File: src/rtl/seq_divider_7_pkg.sv
// Shared widths, FSM state encoding and saturation limits for the stage-7 signed divider.
package div_pkg_7;

  localparam int DIVIDEND_W = 24;
  localparam int DIVISOR_W  = 12;

  localparam int QMAX = 2047;
  localparam int QMIN = -2048;

  typedef enum logic [1:0] {
    IDLE,
    CALC,
    DONE
  } state_t;

endpackage

File: src/rtl/seq_divider_7_if.sv
// Start/done handshake plus operand and result bus of the stage-7 divider.
interface seq_divider_7_if #(
  parameter int DIVIDEND_W = div_pkg_7::DIVIDEND_W,
  parameter int DIVISOR_W  = div_pkg_7::DIVISOR_W
);

  logic                         en;
  logic signed [DIVIDEND_W-1:0] dividend;
  logic signed [DIVISOR_W-1:0]  divisor;
  logic signed [DIVISOR_W-1:0]  quotient;
  logic signed [DIVISOR_W-1:0]  remainder;
  logic                         result_rdy;
  logic                         busy;
  logic                         ovf;
  logic                         div_by_zero;

  modport master (
    output en, dividend, divisor,
    input  quotient, remainder, result_rdy, busy, ovf, div_by_zero
  );

  modport slave (
    input  en, dividend, divisor,
    output quotient, remainder, result_rdy, busy, ovf, div_by_zero
  );

endinterface

File: src/rtl/seq_divider_7.sv
// Sequential signed restoring divider, one quotient bit per cycle, saturating 12-bit quotient.
// Optional build macro DIV_ROUND_EN: round the quotient half away from zero.
module seq_divider_7
  import div_pkg_7::*;
#(
  parameter int DIVIDEND_W = div_pkg_7::DIVIDEND_W,
  parameter int DIVISOR_W  = div_pkg_7::DIVISOR_W
) (
  input  logic            clk,
  input  logic            rst_n,
  seq_divider_7_if.slave  bus
);

  localparam int CNT_W = $clog2(DIVIDEND_W);
  localparam logic [CNT_W-1:0]    LAST_STEP = CNT_W'(DIVIDEND_W - 1);
  localparam logic [DIVIDEND_W:0] POS_LIM   = (DIVIDEND_W+1)'(QMAX);
  localparam logic [DIVIDEND_W:0] NEG_LIM   = (DIVIDEND_W+1)'(-QMIN);
  localparam logic [DIVISOR_W-1:0] Q_MAX    = DIVISOR_W'(QMAX);
  localparam logic [DIVISOR_W-1:0] Q_MIN    = DIVISOR_W'(QMIN);

  state_t state, state_nx;
  logic [CNT_W-1:0]      cnt, cnt_nx;
  logic [DIVIDEND_W-1:0] quo, quo_nx;
  logic [DIVISOR_W:0]    rem, rem_nx;
  logic [DIVISOR_W-1:0]  dvs, dvs_nx;
  logic                  sd, sd_nx, sv, sv_nx;

  logic [DIVISOR_W-1:0]  q_r, q_nx, r_r, r_nx;
  logic                  rdy_r, rdy_nx, busy_r, busy_nx, ovf_r, ovf_nx, dz_r, dz_nx;

  // Magnitudes are formed one bit wider so -2^23 and -2048 negate without wrapping.
  logic [DIVIDEND_W:0]   dvd_ext, dvd_abs;
  logic [DIVISOR_W:0]    dvs_ext, dvs_abs;
  logic [DIVISOR_W:0]    rem_sh;
  logic [DIVISOR_W+1:0]  trial;
  logic                  round_up;
  logic [DIVIDEND_W:0]   mag;
  logic                  neg;

  always_comb begin
    dvd_ext = {bus.dividend[DIVIDEND_W-1], bus.dividend};
    dvd_abs = bus.dividend[DIVIDEND_W-1] ? -dvd_ext : dvd_ext;
    dvs_ext = {bus.divisor[DIVISOR_W-1], bus.divisor};
    dvs_abs = bus.divisor[DIVISOR_W-1] ? -dvs_ext : dvs_ext;
    rem_sh  = {rem[DIVISOR_W-1:0], quo[DIVIDEND_W-1]};
    trial   = {1'b0, rem_sh} - {2'b00, dvs};
`ifdef DIV_ROUND_EN
    round_up = (dvs != '0) && ({rem, 1'b0} >= {2'b00, dvs});
`else
    round_up = 1'b0;
`endif
    mag = {1'b0, quo} + {{DIVIDEND_W{1'b0}}, round_up};
    neg = sd ^ sv;
  end

  always_ff @(posedge clk or negedge rst_n) begin
    if (!rst_n) begin
      state  <= IDLE;
      cnt    <= '0;
      quo    <= '0;
      rem    <= '0;
      dvs    <= '0;
      sd     <= 1'b0;
      sv     <= 1'b0;
      q_r    <= '0;
      r_r    <= '0;
      rdy_r  <= 1'b0;
      busy_r <= 1'b0;
      ovf_r  <= 1'b0;
      dz_r   <= 1'b0;
    end else begin
      state  <= state_nx;
      cnt    <= cnt_nx;
      quo    <= quo_nx;
      rem    <= rem_nx;
      dvs    <= dvs_nx;
      sd     <= sd_nx;
      sv     <= sv_nx;
      q_r    <= q_nx;
      r_r    <= r_nx;
      rdy_r  <= rdy_nx;
      busy_r <= busy_nx;
      ovf_r  <= ovf_nx;
      dz_r   <= dz_nx;
    end
  end

  always_comb begin
    state_nx = state;
    cnt_nx   = cnt;
    quo_nx   = quo;
    rem_nx   = rem;
    dvs_nx   = dvs;
    sd_nx    = sd;
    sv_nx    = sv;
    q_nx     = q_r;
    r_nx     = r_r;
    rdy_nx   = 1'b0;
    busy_nx  = busy_r;
    ovf_nx   = ovf_r;
    dz_nx    = dz_r;
    unique case (state)
      IDLE: begin
        busy_nx = 1'b0;
        if (bus.en) begin
          quo_nx   = dvd_abs[DIVIDEND_W-1:0];
          dvs_nx   = dvs_abs[DIVISOR_W-1:0];
          sd_nx    = bus.dividend[DIVIDEND_W-1];
          sv_nx    = bus.divisor[DIVISOR_W-1];
          rem_nx   = '0;
          cnt_nx   = '0;
          busy_nx  = 1'b1;
          state_nx = (bus.divisor == '0) ? DONE : CALC;
        end
      end
      CALC: begin
        busy_nx = 1'b1;
        if (!trial[DIVISOR_W+1]) begin
          rem_nx = trial[DIVISOR_W:0];
          quo_nx = {quo[DIVIDEND_W-2:0], 1'b1};
        end else begin
          rem_nx = rem_sh;
          quo_nx = {quo[DIVIDEND_W-2:0], 1'b0};
        end
        cnt_nx = cnt + 1'b1;
        if (cnt == LAST_STEP) state_nx = DONE;
      end
      DONE: begin
        // Busy stays up through the result_rdy cycle and drops on the following edge.
        busy_nx  = 1'b1;
        rdy_nx   = 1'b1;
        state_nx = IDLE;
        if (dvs == '0) begin
          q_nx   = sd ? Q_MIN : Q_MAX;
          r_nx   = '0;
          ovf_nx = 1'b1;
          dz_nx  = 1'b1;
        end else begin
          dz_nx = 1'b0;
          r_nx  = sd ? -rem[DIVISOR_W-1:0] : rem[DIVISOR_W-1:0];
          if (neg) begin
            ovf_nx = (mag > NEG_LIM);
            q_nx   = ovf_nx ? Q_MIN : -mag[DIVISOR_W-1:0];
          end else begin
            ovf_nx = (mag > POS_LIM);
            q_nx   = ovf_nx ? Q_MAX : mag[DIVISOR_W-1:0];
          end
        end
      end
      default: state_nx = IDLE;
    endcase
  end

  assign bus.quotient    = q_r;
  assign bus.remainder   = r_r;
  assign bus.result_rdy  = rdy_r;
  assign bus.busy        = busy_r;
  assign bus.ovf         = ovf_r;
  assign bus.div_by_zero = dz_r;

endmodule

File: src/flat_wrapper.sv
// flat-port wrapper written by rule: the top's interface ports become plain ports
module seq_divider_7_flat import div_pkg_7::*;
#(
  parameter int DIVIDEND_W = div_pkg_7::DIVIDEND_W,
  parameter int DIVISOR_W  = div_pkg_7::DIVISOR_W
)
  (clk, rst_n, bus_en, bus_dividend, bus_divisor, bus_quotient, bus_remainder, bus_result_rdy, bus_busy, bus_ovf, bus_div_by_zero);
  seq_divider_7_if #(.DIVIDEND_W(DIVIDEND_W), .DIVISOR_W(DIVISOR_W)) bus_i ();
  input  logic clk;
  input  logic rst_n;
  input wire logic [$bits(bus_i.en)-1:0] bus_en;
  input wire logic [$bits(bus_i.dividend)-1:0] bus_dividend;
  input wire logic [$bits(bus_i.divisor)-1:0] bus_divisor;
  output wire logic [$bits(bus_i.quotient)-1:0] bus_quotient;
  output wire logic [$bits(bus_i.remainder)-1:0] bus_remainder;
  output wire logic [$bits(bus_i.result_rdy)-1:0] bus_result_rdy;
  output wire logic [$bits(bus_i.busy)-1:0] bus_busy;
  output wire logic [$bits(bus_i.ovf)-1:0] bus_ovf;
  output wire logic [$bits(bus_i.div_by_zero)-1:0] bus_div_by_zero;
  assign bus_i.en = bus_en;
  assign bus_i.dividend = bus_dividend;
  assign bus_i.divisor = bus_divisor;
  assign bus_quotient = bus_i.quotient;
  assign bus_remainder = bus_i.remainder;
  assign bus_result_rdy = bus_i.result_rdy;
  assign bus_busy = bus_i.busy;
  assign bus_ovf = bus_i.ovf;
  assign bus_div_by_zero = bus_i.div_by_zero;
  seq_divider_7 #(.DIVIDEND_W(DIVIDEND_W), .DIVISOR_W(DIVISOR_W)) u_core (.clk(clk), .rst_n(rst_n), .bus(bus_i));
endmodule
File: config.mk
export PLATFORM = sky130hd
export DESIGN_NAME = seq_divider_7_flat
export DESIGN_NICKNAME = d
export VERILOG_FILES = /design/src/rtl/seq_divider_7_pkg.sv /design/src/rtl/seq_divider_7_if.sv /design/src/rtl/seq_divider_7.sv /design/src/flat_wrapper.sv
export SDC_FILE = /design/constraint.sdc
export NUM_CORES = 1
export LEC_CHECK = 0
export ABC_AREA = 1
export BUFFER_PORTS_ARGS = -buffer_cell sky130_fd_sc_hd__buf_4
export CAP_MARGIN = 20
export CORE_MARGIN = 2
export CORE_UTILIZATION = 35
export DETAILED_ROUTE_END_ITERATION = 12
export PLACE_DENSITY_LB_ADDON = 0.05
export SLEW_MARGIN = 20
export SYNTH_ARGS = -nofsm -noshare
export SYNTH_HDL_FRONTEND = slang
export SYNTH_SLANG_ARGS = --single-unit
File: constraint.sdc
create_clock -name clk -period 2 [get_ports clk]
set_clock_uncertainty 0.05 [all_clocks]
set_input_delay 0.4 -clock clk [delete_from_list [all_inputs] [get_ports clk]]
set_output_delay 0.4 -clock clk [all_outputs]
set_load 0.005 [all_outputs]
Word level (Yosys, flattened, before mapping)
Cells that the tools add are included.
- register bits: 85
- word-level logic and storage cells: 63
- reduce and logical (&&, ||, !) cells: 9
- bitwise operators: 1
- $add $sub $neg: 6
- mux-type cells: 27
- magnitude comparators: 2
- eq/ne operators: 5
- operators by type and width (kind ; number):
    12-bit 2-to-1 mux ; 10
    24-bit 2-to-1 mux ; 2
    24-bit case mux with 2 select lines ; 1
    12-bit negation ; 3
    24-bit by 11-bit > comparator with 1-bit output, second input constant ; 1
    24-bit by 12-bit > comparator with 1-bit output, second input constant ; 1
    12-bit zero test ; 2
    24-bit negation ; 1
    12-bit case mux with 2 select lines ; 1
    13-bit by 12-bit subtractor with 14-bit output ; 1
    5-bit case mux with 2 select lines ; 1
    1-bit 2-to-1 mux ; 6
    2-bit 2-to-1 mux ; 3
    2-bit AND reduction ; 3
    5-bit by 1-bit adder with 5-bit output, second input constant ; 1
    5-bit == test, second input constant ; 1
    5-bit 2-to-1 mux ; 1
    2-bit case mux with 2 select lines ; 1
    2-bit nonzero test ; 2
    2-bit by 1-bit == test with 1-bit output, second input constant ; 1
    2-bit == test, second input constant ; 1
    2-bit zero test ; 1
    2-bit by 1-bit inequality test with 1-bit output, second input constant ; 1
    2-bit inequality test, second input constant ; 1
    other kinds (3) ; 3

Depth between registers and ports, before layout
Gate-level depths: netlist (run 1).
- depth in word-level cells: 4
- mapped depth: 12
- gate-level depth less buffers: 12

Least setup slack after synthesis (run 1)
OpenSTA, ideal clock, no wires.
- path type: register -> register
- from: register u_core.rem[7]
- to: register u_core.rem[3]
- cell stages (with the launch flop): 11
- data arrival time: 1583 ps
- clock period less this slack: 1758 ps
- data required time: 1825 ps
- path slack: 242 ps
- library setup time: 125 ps
- buffers on the path: 1
- cells stage by stage: dfrtp_1 > ha_1 > nand2_1 > nor2_1 > and2_4 > nand2_4 > nand2_4 > buf_12 > nand2_1 > nand3_2 > o21ai_2
- cells in the longest elaborated chain, start to end: 3
- RTL lines (element ; RTL line ; RTL):
    start, declared ; seq_divider_7.sv:24 ; logic [DIVISOR_W:0] rem, rem_nx;
    start signal, assigned ; seq_divider_7.sv:75 ; rem <= rem_nx;
    13-bit by 12-bit subtractor with 14-bit output ; seq_divider_7.sv:46 ; trial = {1'b0, rem_sh} - {2'b00, dvs};
    12-bit 2-to-1 mux ; seq_divider_7.sv:118 ; if (!trial[DIVISOR_W+1]) begin
    12-bit case mux with 2 select lines ; seq_divider_7.sv:102 ; unique case (state)
No other way between the ends.
A chain may end at the register's enable or synchronous reset.

Worst setup path after layout (run 1)
- from: register u_core.dvs[11]
- to: register u_core.rem[11]
- cells in the longest elaborated chain, start to end: 3
- RTL lines (element ; RTL line ; RTL):
    start, declared ; seq_divider_7.sv:25 ; logic [DIVISOR_W-1:0] dvs, dvs_nx;
    start signal, assigned ; seq_divider_7.sv:76 ; dvs <= dvs_nx;
    13-bit by 12-bit subtractor with 14-bit output ; seq_divider_7.sv:46 ;
    12-bit 2-to-1 mux ; seq_divider_7.sv:118 ;
    12-bit case mux with 2 select lines ; seq_divider_7.sv:102 ;
No other way between the ends.

==> results of run 1 <==
==> area by class of cell <==
cell class	instances	share of cell area, %
flip-flops and latches	85	28.2
inverters	105	5.23
repair buffers	112	11.7
clock buffers	11	3.09
multi-input cells	692	46.6
clock inverters	5	1.43
well taps	225	3.73
==> layer usage <==
metal | wire length [um] | GRT usage (%) | vias to the layer above
met3 | 502 | 2.35 | 9
met4 | 177 | 5.27 | 0
met2 | 7380 | 28.8 | 96
met5 | 0 | 0 | -
met1 | 8850 | 28.7 | 2591
li1 | - | - | 3141
==> registers in the layout (all words and copies together), names as in the netlist <==
register	cells
u_core.dvs	12
u_core.bus.result_rdy	1
u_core.cnt	5
u_core.quo	24
u_core.sv	1
u_core.bus.remainder	12
u_core.bus.ovf	1
u_core.rem	12
u_core.sd	1
u_core.bus.quotient	12
u_core.bus.div_by_zero	1
u_core.state	2
u_core.bus.busy	1
==> worst max-delay path, stage by stage, from the launching register on <==
cell and delay [ns]:
sky130_fd_sc_hd__dfrtp_1 0.36, sky130_fd_sc_hd__inv_1 0.09, sky130_fd_sc_hd__ha_1 0.34, sky130_fd_sc_hd__inv_2 0.09, sky130_fd_sc_hd__nor3_4 0.04, sky130_fd_sc_hd__buf_4 0.14
sky130_fd_sc_hd__a21oi_4 0.23, sky130_fd_sc_hd__buf_6 0.16, sky130_fd_sc_hd__nand3b_1 0.07, sky130_fd_sc_hd__nand2_1 0.06, sky130_fd_sc_hd__inv_1 0.04, sky130_fd_sc_hd__nand2_1 0.05
sky130_fd_sc_hd__nand2_1 0.04
==> worst min-delay path by stage <==
| stage | cells past startpoint | slack (ns) | end |
|---|---|---|---|
| floorplan | 0 | 0.05 | u_core.bus.busy |
| global placement | 1 | 0.34 | u_core.bus.remainder[11] |
| detailed placement | 1 | 0.34 | u_core.bus.remainder[11] |
| CTS | 3 | 0.29 | u_core.bus.busy |
| global route | 3 | 0.32 | u_core.bus.busy |
| finish | 3 | 0.29 | u_core.bus.busy |
==> cells in the final DEF, fill, tap and decap left out, types with 2 or more instances in the layout <==
cell / count
sky130_fd_sc_hd__a21o_1: 2
sky130_fd_sc_hd__a22o_1: 2
sky130_fd_sc_hd__inv_1: 95
sky130_fd_sc_hd__ha_1: 15
sky130_fd_sc_hd__nand2_2: 6
sky130_fd_sc_hd__o21bai_1: 2
sky130_fd_sc_hd__o21ai_1: 2
sky130_fd_sc_hd__buf_12: 3
sky130_fd_sc_hd__ha_4: 5
sky130_fd_sc_hd__nand2_1: 271
sky130_fd_sc_hd__nand3_2: 6
sky130_fd_sc_hd__nand4_1: 15
sky130_fd_sc_hd__o211ai_1: 6
sky130_fd_sc_hd__nor3_1: 6
sky130_fd_sc_hd__a21oi_4: 2
sky130_fd_sc_hd__a21oi_1: 38
sky130_fd_sc_hd__o22ai_1: 3
sky130_fd_sc_hd__a22oi_1: 2
sky130_fd_sc_hd__dfrtp_1: 85
sky130_fd_sc_hd__o21ai_0: 73
sky130_fd_sc_hd__buf_4: 107
sky130_fd_sc_hd__xnor2_1: 6
sky130_fd_sc_hd__nand3b_1: 2
sky130_fd_sc_hd__nor2_2: 2
sky130_fd_sc_hd__clkbuf_16: 9
sky130_fd_sc_hd__inv_2: 10
sky130_fd_sc_hd__clkbuf_1: 2
sky130_fd_sc_hd__nand3_1: 91
sky130_fd_sc_hd__nor2_1: 105
sky130_fd_sc_hd__xor2_1: 13
sky130_fd_sc_hd__nor4_1: 2
sky130_fd_sc_hd__bufinv_16: 3
==> cells by family after synthesis <==
kind of cell | share of synthesized area [%]
AOI/OAI and AO/OA | 12.5
DFF | 35.0
buffers and inverters | 8.96
adders and majority gates | 4.65
and+or+nand+nor | 36.1
xor gates and xnor gates | 2.88
==> stage by stage <==
step	setup WS, ns	instance area (um2)	util [%]
floorplan	0.242	6090	-
global placement	0.0758	7080	41.2
detailed placement	0.0203	7080	41.2
CTS	0.0147	7430	43.3
global route	0.00555	7540	43.9
finish	0.134	7540	43.9
==> what timing repair did <==
action | CTS | global route
resized for setup | 0 | 18
setup buffers | 0 | 1
endpoints found under the setup margin | 0 | 11
hold buffers | 1 | 0
hold endpoints to repair | 32 | 0
==> power groups by stage <==
stage                     logic, uW  registers [uW]  clock network [uW]
after CTS                      6740            3060                2020
after detailed placement       6700            3080                   0
after global placement         6740            3090                   0
final                          6980            3070                1960
after global routing           7970            3210                2090
after floorplan                4610            2970                   0
==> summary.json, run 1 <==
{
  "status": {
    "result_of_the_run": "completed"
  },
  "clock_tree": {
    "h-tree-depth": 3,
    "tritoncts": "built",
    "tritoncts.num_buffers": 9,
    "cts.root.buffer_cell": "sky130_fd_sc_hd__clkbuf_16",
    "insertion_delay_ns": 0.35,
    "cts.clk_slew.worst_paths_ns": 0.06,
    "max-clock-path-buffers": 2,
    "tritoncts_num_sinks": 85
  },
  "power": {
    "total_power_uw": 12000,
    "leakagePower_uw": 0.00387,
    "clkPwrFrac_pct": 16.3,
    "irDropWorstVdd_mv": 0.689,
    "p_sw_share_pct": 45.0,
    "p_int_uw": 6610,
    "powerDensity_nw_per_um2": 1590,
    "sequentialPowerShare_pct": 25.6,
    "p_switching_uw": 5400,
    "power_frac_comb_pct": 58.1
  },
  "logic_synthesis": {
    "yosys-top-cells-area": "sky130_fd_sc_hd__dfrtp_1, sky130_fd_sc_hd__nand2_1, sky130_fd_sc_hd__nand3_1",
    "yosys.cell_types.count": 44,
    "synthDominantAreaCellType": "sky130_fd_sc_hd__dfrtp_1",
    "ys_top_cells_by_count": "sky130_fd_sc_hd__nand2_1, sky130_fd_sc_hd__nor2_1, sky130_fd_sc_hd__inv_1, sky130_fd_sc_hd__nand3_1, sky130_fd_sc_hd__dfrtp_1",
    "synth.yosys.warnings": 0,
    "postSynth.topFlopCell": "sky130_fd_sc_hd__dfrtp_1",
    "part_of_the_yosys_area_used_for_sequential_elements_pct": 35.0,
    "synth.cell_area_um2": 6090,
    "synthesis.instances": 909,
    "synth_edf_count": 0,
    "synth_top_cell_area_share_pct": 35.0,
    "synth_async_sr_flop_share_pct": 100,
    "ys_seq_elements": 85,
    "synthesis.nets": 970,
    "syn_area_per_cell_um2": 6.70,
    "yosysMostFrequentCell": "sky130_fd_sc_hd__nand2_1"
  },
  "timing": {
    "summed_negative_setup_slack_over_all_endpoints_ns": 0,
    "worst-slew-pin-transition_ns": 0.464,
    "holdWs_ns": 0.293,
    "slew_viol_final": 0,
    "max_freq_mhz": 536,
    "rsz0062_at_grt": "no",
    "layout_min_cycle_time_ns": 1.87,
    "timing.slew.headroom_pct": 68.7,
    "min_period_over_period_pct": 93.3,
    "setup_violations": 0,
    "hold_viol_final": 0
  },
  "die": {
    "chipHeight_um": 136,
    "cell_rows": 48,
    "floorplan.initialDensity_pct": 35.4,
    "placeableCoreArea_um2": 17200,
    "die_width_um": 136,
    "io-pin-count": 67,
    "fp.dieArea_um2": 18500
  },
  "worst_setup_path": {
    "setup.worst_path.class": "register to register",
    "reg2regPathDepth": 12,
    "timing.critical_path.fanout_max": 6,
    "critical_path.endpoint": "u_core.rem[11]",
    "crit_start": "u_core.dvs[11]",
    "critical_path_required_ns": 2.19,
    "crit_start_category": "register",
    "arr_time_crit_path_ns": 2.06,
    "regToRegStartpoint": "u_core.dvs[11]",
    "critical_path.endpoint_type": "register",
    "rrSetupSlack_ns": 0.13,
    "regToRegEndpoint": "u_core.rem[11]"
  },
  "placed_design": {
    "place.detailed.hpwl_um": 13000,
    "placedCellCount": 1216,
    "port-buffer-count": 66,
    "globalplace.congestion": 0.831
  },
  "final_layout": {
    "multi_input_comb_area_um2": 3510,
    "seq_area_um2": 2130,
    "share_of_cells_above_drive_strength_1_pct": 16.5,
    "nNetsFinal": 1066,
    "synthToLayoutAreaGrowth_pct": 23.9,
    "antenna_cells_inserted": 0,
    "num-fill-cells": 1844,
    "fin_cells": 1235
  },
  "global_route": {
    "grt_first_pass_wirelength_um": 28100,
    "vias_in_the_first_global_route": 5433,
    "grt_max_degree": 54,
    "grt_util_all_layers_pct": 19.1,
    "gr-total-overflow": 0,
    "grt_antenna_before_repair": 0
  },
  "drt": {
    "avgViaCountPerCell": 4.73,
    "initialDrtViolationCount": 328,
    "first_pass_iters": 7,
    "avgRoutedWirePerCell_um": 13.7,
    "postRouteWirelength_um": 16900,
    "vias": 5837,
    "final_antenna_net_count": 0,
    "drt_drc_violations_left": 0
  },
  "worst_hold_path": {
    "holdCritStartpoint": "bus_en",
    "worstHoldPathType": "input port to register"
  },
  "run": {
    "cap_viol_max_count": 0
  }
}
No activity file was read; power rests on OpenSTA's default activity.
==> run 2, diff against run 1 <==
--- a/config.mk
+++ b/config.mk
@@ -12,6 +12,7 @@
 export CORE_UTILIZATION = 35
 export DETAILED_ROUTE_END_ITERATION = 12
 export PLACE_DENSITY_LB_ADDON = 0.05
+export REMOVE_ABC_BUFFERS = 1
 export SLEW_MARGIN = 20
 export SYNTH_ARGS = -nofsm -noshare
 export SYNTH_HDL_FRONTEND = slang
==> constraint.sdc (replaced) <==
create_clock -name clk -period 1.7 [get_ports clk]
set_clock_uncertainty 0.05 [all_clocks]
set_input_delay 0.34 -clock clk [delete_from_list [all_inputs] [get_ports clk]]
set_output_delay 0.34 -clock clk [all_outputs]
set_load 0.005 [all_outputs]
==> run 2 against run 1 <==
The run now ends with setup timing left. Utilization is 6.0 points higher. Register-to-register slack worse by 0.21 ns. Critical path depth is 3 lower. Worst setup slack worse by 0.21 ns. Cell area is 14% higher. Hold slack worse by 0.058 ns. Via count is 6.7% higher. Largest cell class unchanged. Count of clock-buffer cells in the layout is 1 lower. Clock power is 4% higher. Global-route usage is 0.27 points higher. Final cell count is 6.4% higher. Critical endpoint is now u_core.rem[4]. Flip-flop and latch count stayed put.
==> summary.json, run 2 (same netlist as run 1, synthesis figures left out) <==
{
  "timing": {
    "slew_viol_final": {"value": 0, "change": "unchanged"},
    "rsz0062_at_grt": {"value": "yes", "change": "was no"},
    "layout_min_cycle_time": {"value": 1.77, "unit": "ns", "change": "was 1.87 ns"},
    "min_period_over_period": {"value": 104, "unit": "%", "change": "was 93.3%"},
    "final.setup.worst_slack": {"value": -0.0719, "unit": "ns", "change": "was 0.134 ns"},
    "timing.slew.headroom": {"value": 67.1, "unit": "%", "change": "was 68.7%"},
    "max_freq": {"value": 564, "unit": "MHz", "change": "was 536 MHz"},
    "hold_viol_final": {"value": 0, "change": "unchanged"},
    "worst-slew-pin-transition": {"value": 0.489, "unit": "ns", "change": "was 0.464 ns"},
    "setup_violations": {"value": 13, "change": "was 0"}
  },
  "global_route": {
    "vias_in_the_first_global_route": {"value": 5566, "change": "was 5433"},
    "grt_max_degree": {"value": 86, "change": "was 54"},
    "grt_util_all_layers": {"value": 19.4, "unit": "%", "change": "was 19.1%"},
    "grt_antenna_before_repair": {"value": 0, "change": "unchanged"},
    "grt_first_pass_wirelength": {"value": 28200, "unit": "um", "change": "was 28100 um"},
    "gr-total-overflow": {"value": 0, "change": "unchanged"}
  },
  "final_layout": {
    "synthToLayoutAreaGrowth": {"value": 40.7, "unit": "%", "change": "was 23.9%"},
    "utilization": {"value": 49.9, "unit": "%", "change": "was 43.9%"},
    "final_common_cell": {"value": "sky130_fd_sc_hd__nand2_1", "change": "unchanged"},
    "mostFrequentLayoutCells": {"value": "sky130_fd_sc_hd__nand2_1, sky130_fd_sc_hd__buf_4, sky130_fd_sc_hd__nor2_1, sky130_fd_sc_hd__dfrtp_1, sky130_fd_sc_hd__inv_1", "change": "was sky130_fd_sc_hd__nand2_1, sky130_fd_sc_hd__buf_4, sky130_fd_sc_hd__nor2_1, sky130_fd_sc_hd__inv_1, sky130_fd_sc_hd__nand3_1"},
    "num-fill-cells": {"value": 1850, "change": "was 1844"},
    "largest-register": {"value": "u_core.quo", "change": "unchanged"},
    "max_reg_flops": {"value": 24, "change": "unchanged"},
    "fin_area": {"value": 8570, "unit": "um2", "change": "was 7540 um2"},
    "share_of_cells_above_drive_strength_1": {"value": 29.5, "unit": "%", "change": "was 16.5%"},
    "antenna_cells_inserted": {"value": 0, "change": "unchanged"},
    "nNetsFinal": {"value": 1145, "change": "was 1066"}
  },
  "clock_tree": {
    "tritoncts_num_sinks": {"value": 85, "change": "unchanged"},
    "insertion_delay": {"value": 0.36, "unit": "ns", "change": "was 0.35 ns"},
    "max-clock-path-buffers": {"value": 2, "change": "unchanged"},
    "tritoncts.num_buffers": {"value": 9, "change": "unchanged"},
    "tritoncts": {"value": "built", "change": "unchanged"},
    "cts.root.buffer_cell": {"value": "sky130_fd_sc_hd__clkbuf_16", "change": "unchanged"},
    "h-tree-depth": {"value": 3, "change": "unchanged"},
    "cts.clk_slew.worst_paths": {"value": 0.07, "unit": "ns", "change": "was 0.06 ns"}
  },
  "die": {
    "fp.dieArea": {"value": 18500, "unit": "um2", "change": "unchanged"},
    "chipHeight": {"value": 136, "unit": "um", "change": "unchanged"},
    "die_width": {"value": 136, "unit": "um", "change": "unchanged"},
    "placeableCoreArea": {"value": 17200, "unit": "um2", "change": "unchanged"},
    "io-pin-count": {"value": 67, "change": "unchanged"},
    "cell_rows": {"value": 48, "change": "unchanged"},
    "floorplan.initialDensity": {"value": 35.4, "unit": "%", "change": "unchanged"}
  },
  "placed_design": {
    "port-buffer-count": {"value": 66, "change": "unchanged"},
    "place.detailed.hpwl": {"value": 12900, "unit": "um", "change": "was 13000 um"},
    "globalplace.congestion": {"value": 0.846, "change": "was 0.831"},
    "post_dp_cell_area": {"value": 7570, "unit": "um2", "change": "was 7080 um2"}
  },
  "worst_setup_path": {
    "arr_time_crit_path": {"value": 2.00, "unit": "ns", "change": "was 2.06 ns"},
    "timing.critical_path.fanout_max": {"value": 5, "change": "was 6"},
    "crit_start_category": {"value": "register", "change": "unchanged"},
    "rrSetupSlack": {"value": -0.07, "unit": "ns", "change": "was 0.13 ns"},
    "setup.worst_path.class": {"value": "register to register", "change": "unchanged"},
    "critical_path_required": {"value": 1.93, "unit": "ns", "change": "was 2.19 ns"},
    "critical_path.endpoint_type": {"value": "register", "change": "unchanged"}
  },
  "power": {
    "leakagePower": {"value": 0.00432, "unit": "uW", "change": "was 0.00387 uW"},
    "powerDensity": {"value": 1910, "unit": "nW/um2", "change": "was 1590 nW/um2"},
    "total_power": {"value": 16400, "unit": "uW", "change": "was 12000 uW"},
    "irDropWorstVdd": {"value": 0.771, "unit": "mV", "change": "was 0.689 mV"}
  },
  "drt": {
    "final_antenna_net_count": {"value": 0, "change": "unchanged"},
    "drt_drc_violations_left": {"value": 0, "change": "unchanged"},
    "vias": {"value": 6228, "change": "was 5837"},
    "avgRoutedWirePerCell": {"value": 13.6, "unit": "um", "change": "was 13.7 um"},
    "postRouteWirelength": {"value": 17900, "unit": "um", "change": "was 16900 um"},
    "avgViaCountPerCell": {"value": 4.74, "change": "was 4.73"},
    "initialDrtViolationCount": {"value": 319, "change": "was 328"},
    "first_pass_iters": {"value": 4, "change": "was 7"}
  },
  "run": {
    "cap_viol_max_count": {"value": 0, "change": "unchanged"}
  },
  "worst_hold_path": {
    "worstHoldPathType": {"value": "input port to register", "change": "unchanged"}
  },
  "status": {
    "result_of_the_run": {"value": "finished with violations", "change": "was completed"},
    "failed_checks": "setup timing"
  }
}
==> run 2: repair_timing <==
item                                   4_1_cts  5_1_grt
resized for setup                           46       87
setup endpoints to repair                   13       48
pin swaps                                    5       32
endpoints found under the hold margin       46        0
hold buffers                                 1        0
gates cloned                                 3        2
setup buffers                                5       13
==> run 2: layer usage <==
metal / vias up / track usage [%] / share of wire, %
met5: - / 0 / 0
met2: 92 / 29.8 / 45
met1: 2819 / 28.2 / 51
met3: 10 / 4.33 / 3.8
li1: 3307 / - / -
met4: 0 / 3.59 / 0.84
==> run 2: final timing paths <==
check                                             start                      end  depth (start not counted)
worst max register to register            u_core.rem[8]            u_core.rem[4]                          9
worst max-delay path                      u_core.rem[8]            u_core.rem[4]                          9
max in group asynchronous                         rst_n           u_core.dvs[11]                          3
worst min-delay path                     bus_divisor[9]            u_core.dvs[9]                          4
min in group asynchronous                         rst_n           u_core.rem[10]                          3
worst min register to register  u_core.bus.remainder[6]  u_core.bus.remainder[6]                          2
==> run 2: report_power, final <==
| group | internal, uW | switching, uW | total (uW) | leakage [uW] |
|---|---|---|---|---|
| logic | 5050 | 5700 | 10700 | 0.00312 |
| clock network | 1180 | 856 | 2030 | 0.000149 |
| registers | 2910 | 685 | 3600 | 0.00106 |
| total | 9140 | 7240 | 16400 | 0.00432 |
==> run 2: metrics by stage <==
stage	instances	worst slack [ns]	setup TNS (ns)	hold WS, ns
after floorplan	882	-1.21	-34.23	-0.00559
after global placement	1277	-0.156	-1.23	0.370
after detailed placement	1277	-0.192	-1.41	0.371
after CTS	1302	-0.0600	-0.278	0.226
after global routing	1314	-0.150	-2.36	0.240
final	1314	-0.0719	-0.672	0.235
==> run 2: critical path: stages, from the launching register on <==
cell and delay (ns):
sky130_fd_sc_hd__dfrtp_2 0.44, sky130_fd_sc_hd__ha_4 0.30, sky130_fd_sc_hd__nand2_4 0.06, sky130_fd_sc_hd__nor3_4 0.19
sky130_fd_sc_hd__and2_4 0.20, sky130_fd_sc_hd__nand2_8 0.09, sky130_fd_sc_hd__buf_6 0.15, sky130_fd_sc_hd__nand3_2 0.06
sky130_fd_sc_hd__nand3_1 0.07, sky130_fd_sc_hd__o21ai_1 0.10
==> run 2: area by class of cell <==
cell class / instances / area (um2) / share of cell area, %
multi-input combinational: 693 / 3870 / 45.2
sequential: 85 / 2130 / 24.9
timing repair buffer: 190 / 1570 / 18.4
inverter: 105 / 404 / 4.72
tap: 225 / 282 / 3.29
clock buffer: 10 / 239 / 2.79
clock inverter: 6 / 61.3 / 0.716
==> run 3, diff against run 2 <==
--- a/config.mk
+++ b/config.mk
@@ -9,7 +9,7 @@
 export BUFFER_PORTS_ARGS = -buffer_cell sky130_fd_sc_hd__buf_4
 export CAP_MARGIN = 20
 export CORE_MARGIN = 2
-export CORE_UTILIZATION = 35
+export CORE_UTILIZATION = 40
 export DETAILED_ROUTE_END_ITERATION = 12
 export PLACE_DENSITY_LB_ADDON = 0.05
 export REMOVE_ABC_BUFFERS = 1
==> run 3 against run 2 <==
The run still ends with setup timing left. Cell area decreased by 2.9%. Hold slack got worse by 0.0048 ns. Flip-flop and latch count unchanged. Maximum frequency increased by 1.6%.
==> summary.json, run 3 (same netlist as run 1, synthesis figures left out) <==
{
  "clock_tree": {
    "max-clock-path-buffers": {"value": 2, "change": "unchanged"},
    "tritoncts_num_sinks": {"value": 85, "change": "unchanged"},
    "cts.root.buffer_cell": {"value": "sky130_fd_sc_hd__clkbuf_16", "change": "unchanged"},
    "tritoncts": {"value": "built", "change": "unchanged"},
    "h-tree-depth": {"value": 3, "change": "unchanged"},
    "cts.clk_slew.worst_paths": {"value": 0.07, "unit": "ns", "change": "about the same"},
    "tritoncts.num_buffers": {"value": 9, "change": "unchanged"},
    "insertion_delay": {"value": 0.35, "unit": "ns", "change": "was 0.36 ns"}
  },
  "worst_hold_path": {
    "holdCritStartpoint": {"value": "bus_divisor[9]", "change": "unchanged"},
    "worstHoldPathCells": {"value": 4, "change": "unchanged"},
    "worstHoldPathType": {"value": "input port to register", "change": "unchanged"}
  },
  "final_layout": {
    "largest-register": {"value": "u_core.quo", "change": "unchanged"},
    "mostFrequentLayoutCells": {"value": "sky130_fd_sc_hd__nand2_1, sky130_fd_sc_hd__buf_4, sky130_fd_sc_hd__nor2_1, sky130_fd_sc_hd__dfrtp_1, sky130_fd_sc_hd__inv_1", "change": "unchanged"},
    "nNetsFinal": {"value": 1143, "change": "was 1145"},
    "final_common_cell": {"value": "sky130_fd_sc_hd__nand2_1", "change": "unchanged"},
    "max_reg_flops": {"value": 24, "change": "unchanged"},
    "synthToLayoutAreaGrowth": {"value": 36.7, "unit": "%", "change": "was 40.7%"},
    "num-fill-cells": {"value": 1516, "change": "was 1850"},
    "share_of_cells_above_drive_strength_1": {"value": 27.7, "unit": "%", "change": "was 29.5%"},
    "fin_area": {"value": 8320, "unit": "um2", "change": "was 8570 um2"},
    "antenna_cells_inserted": {"value": 0, "change": "unchanged"}
  },
  "power": {
    "powerDensity": {"value": 1880, "unit": "nW/um2", "change": "was 1910 nW/um2"},
    "leakagePower": {"value": 0.00425, "unit": "uW", "change": "was 0.00432 uW"},
    "irDropWorstVdd": {"value": 0.809, "unit": "mV", "change": "was 0.771 mV"}
  },
  "drt": {
    "avgViaCountPerCell": {"value": 4.82, "change": "was 4.74"},
    "avgRoutedWirePerCell": {"value": 13.2, "unit": "um", "change": "was 13.6 um"},
    "postRouteWirelength": {"value": 16800, "unit": "um", "change": "was 17900 um"},
    "first_pass_iters": {"value": 4, "change": "unchanged"},
    "drt_drc_violations_left": {"value": 0, "change": "unchanged"},
    "vias": {"value": 6142, "change": "was 6228"},
    "initialDrtViolationCount": {"value": 345, "change": "was 319"},
    "final_antenna_net_count": {"value": 0, "change": "unchanged"}
  },
  "worst_setup_path": {
    "setup.worst_path.class": {"value": "register to register", "change": "unchanged"},
    "rrSetupSlack": {"value": -0.04, "unit": "ns", "change": "was -0.07 ns"},
    "arr_time_crit_path": {"value": 1.94, "unit": "ns", "change": "was 2.00 ns"},
    "reg2regPathDepth": {"value": 9, "change": "unchanged"},
    "critical_path_required": {"value": 1.89, "unit": "ns", "change": "was 1.93 ns"},
    "crit_start": {"value": "u_core.rem[3]", "change": "was u_core.rem[8]"},
    "critical_path.endpoint_type": {"value": "register", "change": "unchanged"},
    "timing.critical_path.fanout_max": {"value": 3, "change": "was 5"},
    "crit_start_category": {"value": "register", "change": "unchanged"},
    "regToRegStartpoint": {"value": "u_core.rem[3]", "change": "was u_core.rem[8]"}
  },
  "timing": {
    "worst-slew-pin-transition": {"value": 0.507, "unit": "ns", "change": "was 0.489 ns"},
    "hold_viol_final": {"value": 0, "change": "unchanged"},
    "setup_violations": {"value": 11, "change": "was 13"},
    "max_freq": {"value": 574, "unit": "MHz", "change": "was 564 MHz"},
    "final.setup.worst_slack": {"value": -0.0431, "unit": "ns", "change": "was -0.0719 ns"},
    "timing.slew.headroom": {"value": 65.8, "unit": "%", "change": "was 67.1%"},
    "min_period_over_period": {"value": 103, "unit": "%", "change": "was 104%"},
    "slew_viol_final": {"value": 0, "change": "unchanged"},
    "rsz0062_at_grt": {"value": "yes", "change": "unchanged"},
    "holdWs": {"value": 0.230, "unit": "ns", "change": "was 0.235 ns"},
    "layout_min_cycle_time": {"value": 1.74, "unit": "ns", "change": "was 1.77 ns"},
    "summed_negative_setup_slack_over_all_endpoints": {"value": -0.263, "unit": "ns", "change": "was -0.672 ns"}
  },
  "die": {
    "chipHeight": {"value": 127, "unit": "um", "change": "was 136 um"},
    "placeableCoreArea": {"value": 15000, "unit": "um2", "change": "was 17200 um2"},
    "die_width": {"value": 127, "unit": "um", "change": "was 136 um"},
    "fp.dieArea": {"value": 16200, "unit": "um2", "change": "was 18500 um2"},
    "cell_rows": {"value": 45, "change": "was 48"},
    "floorplan.initialDensity": {"value": 40.5, "unit": "%", "change": "was 35.4%"},
    "io-pin-count": {"value": 67, "change": "unchanged"}
  },
  "placed_design": {
    "post_dp_cell_area": {"value": 7540, "unit": "um2", "change": "was 7570 um2"},
    "globalplace.congestion": {"value": 0.856, "change": "was 0.846"},
    "place.detailed.hpwl": {"value": 13000, "unit": "um", "change": "was 12900 um"},
    "port-buffer-count": {"value": 66, "change": "unchanged"},
    "post-place-ws": {"value": -0.183, "unit": "ns", "change": "was -0.192 ns"}
  },
  "status": {
    "failed_checks": {"value": "setup timing", "change": "unchanged"},
    "result_of_the_run": {"value": "finished with violations", "change": "unchanged"}
  },
  "global_route": {
    "grt_max_degree": {"value": 33, "change": "was 86"},
    "gr-total-overflow": {"value": 0, "change": "unchanged"},
    "grt_antenna_before_repair": {"value": 0, "change": "unchanged"},
    "vias_in_the_first_global_route": {"value": 5607, "change": "was 5566"},
    "grt_first_pass_wirelength": {"value": 27800, "unit": "um", "change": "was 28200 um"},
    "grt_util_all_layers": {"value": 21.2, "unit": "%", "change": "was 19.4%"}
  },
  "run": {
    "cap_viol_max_count": {"value": 0, "change": "unchanged"}
  }
}
-- run 3: routing by layer --
| metal | up-vias | routed length [um] | global-route usage [%] |
|---|---|---|---|
| met2 | 109 | 7240 | 31.6 |
| met4 | 0 | 200 | 5.82 |
| met5 | - | 0 | 0 |
| met3 | 16 | 569 | 3.22 |
| met1 | 2726 | 8760 | 31.9 |
| li1 | 3291 | - | - |
-- run 3: per-stage QoR --
step	power [uW]	instances	util, %
after global placement	12300	1245	50.2
after global routing	17100	1275	55.3
after detailed placement	12400	1245	50.2
after floorplan	8620	882	-
after CTS	15000	1267	53.7
final	15600	1275	55.3
-- run 3: path summary, 6_finish.rpt --
check                                           end
hold / removal                        u_core.dvs[9]
setup / recovery                     u_core.rem[11]
min in group asynchronous  u_core.bus.remainder[10]
setup reg to reg                     u_core.rem[11]
hold reg to reg                      u_core.quo[17]
max in group asynchronous            u_core.quo[15]
-- run 3: power breakdown --
group	switching [uW]	internal (uW)	leakage (uW)
combinational	5440	4720	0.00306
sequential	669	2910	0.00106
clock	863	1030	0.000134
total	6970	8660	0.00425
-- run 3: worst max-delay path, stage by stage, from the launching register on --
cell                      delay, ns
sky130_fd_sc_hd__dfrtp_2       0.44
sky130_fd_sc_hd__ha_4          0.29
sky130_fd_sc_hd__nand2_2       0.07
sky130_fd_sc_hd__buf_4         0.13
sky130_fd_sc_hd__nor2_1        0.15
sky130_fd_sc_hd__nand3_1       0.17
sky130_fd_sc_hd__nand4_1       0.14
sky130_fd_sc_hd__nand3_2       0.09
sky130_fd_sc_hd__nand2_1       0.07
sky130_fd_sc_hd__nand2_1       0.04
-- run 3: layout make-up --
type | count | area [um2] | share of cell area [%]
inverter | 105 | 404 | 4.86
clock buffer | 10 | 239 | 2.87
multi-input combinational | 693 | 3770 | 45.3
clock inverter | 6 | 38.8 | 0.466
tap | 188 | 235 | 2.83
timing repair buffer | 188 | 1510 | 18.1
sequential | 85 | 2130 | 25.6
-- run 3: timing repair --
item                                   in CTS  in global routing
setup endpoints to repair                  15                 59
setup buffers                               3                  9
hold buffers                                1                  0
gates cloned                                2                  0
endpoints found under the hold margin      30                  0
resized for setup                          40                 62
pin swaps                                  17                 21
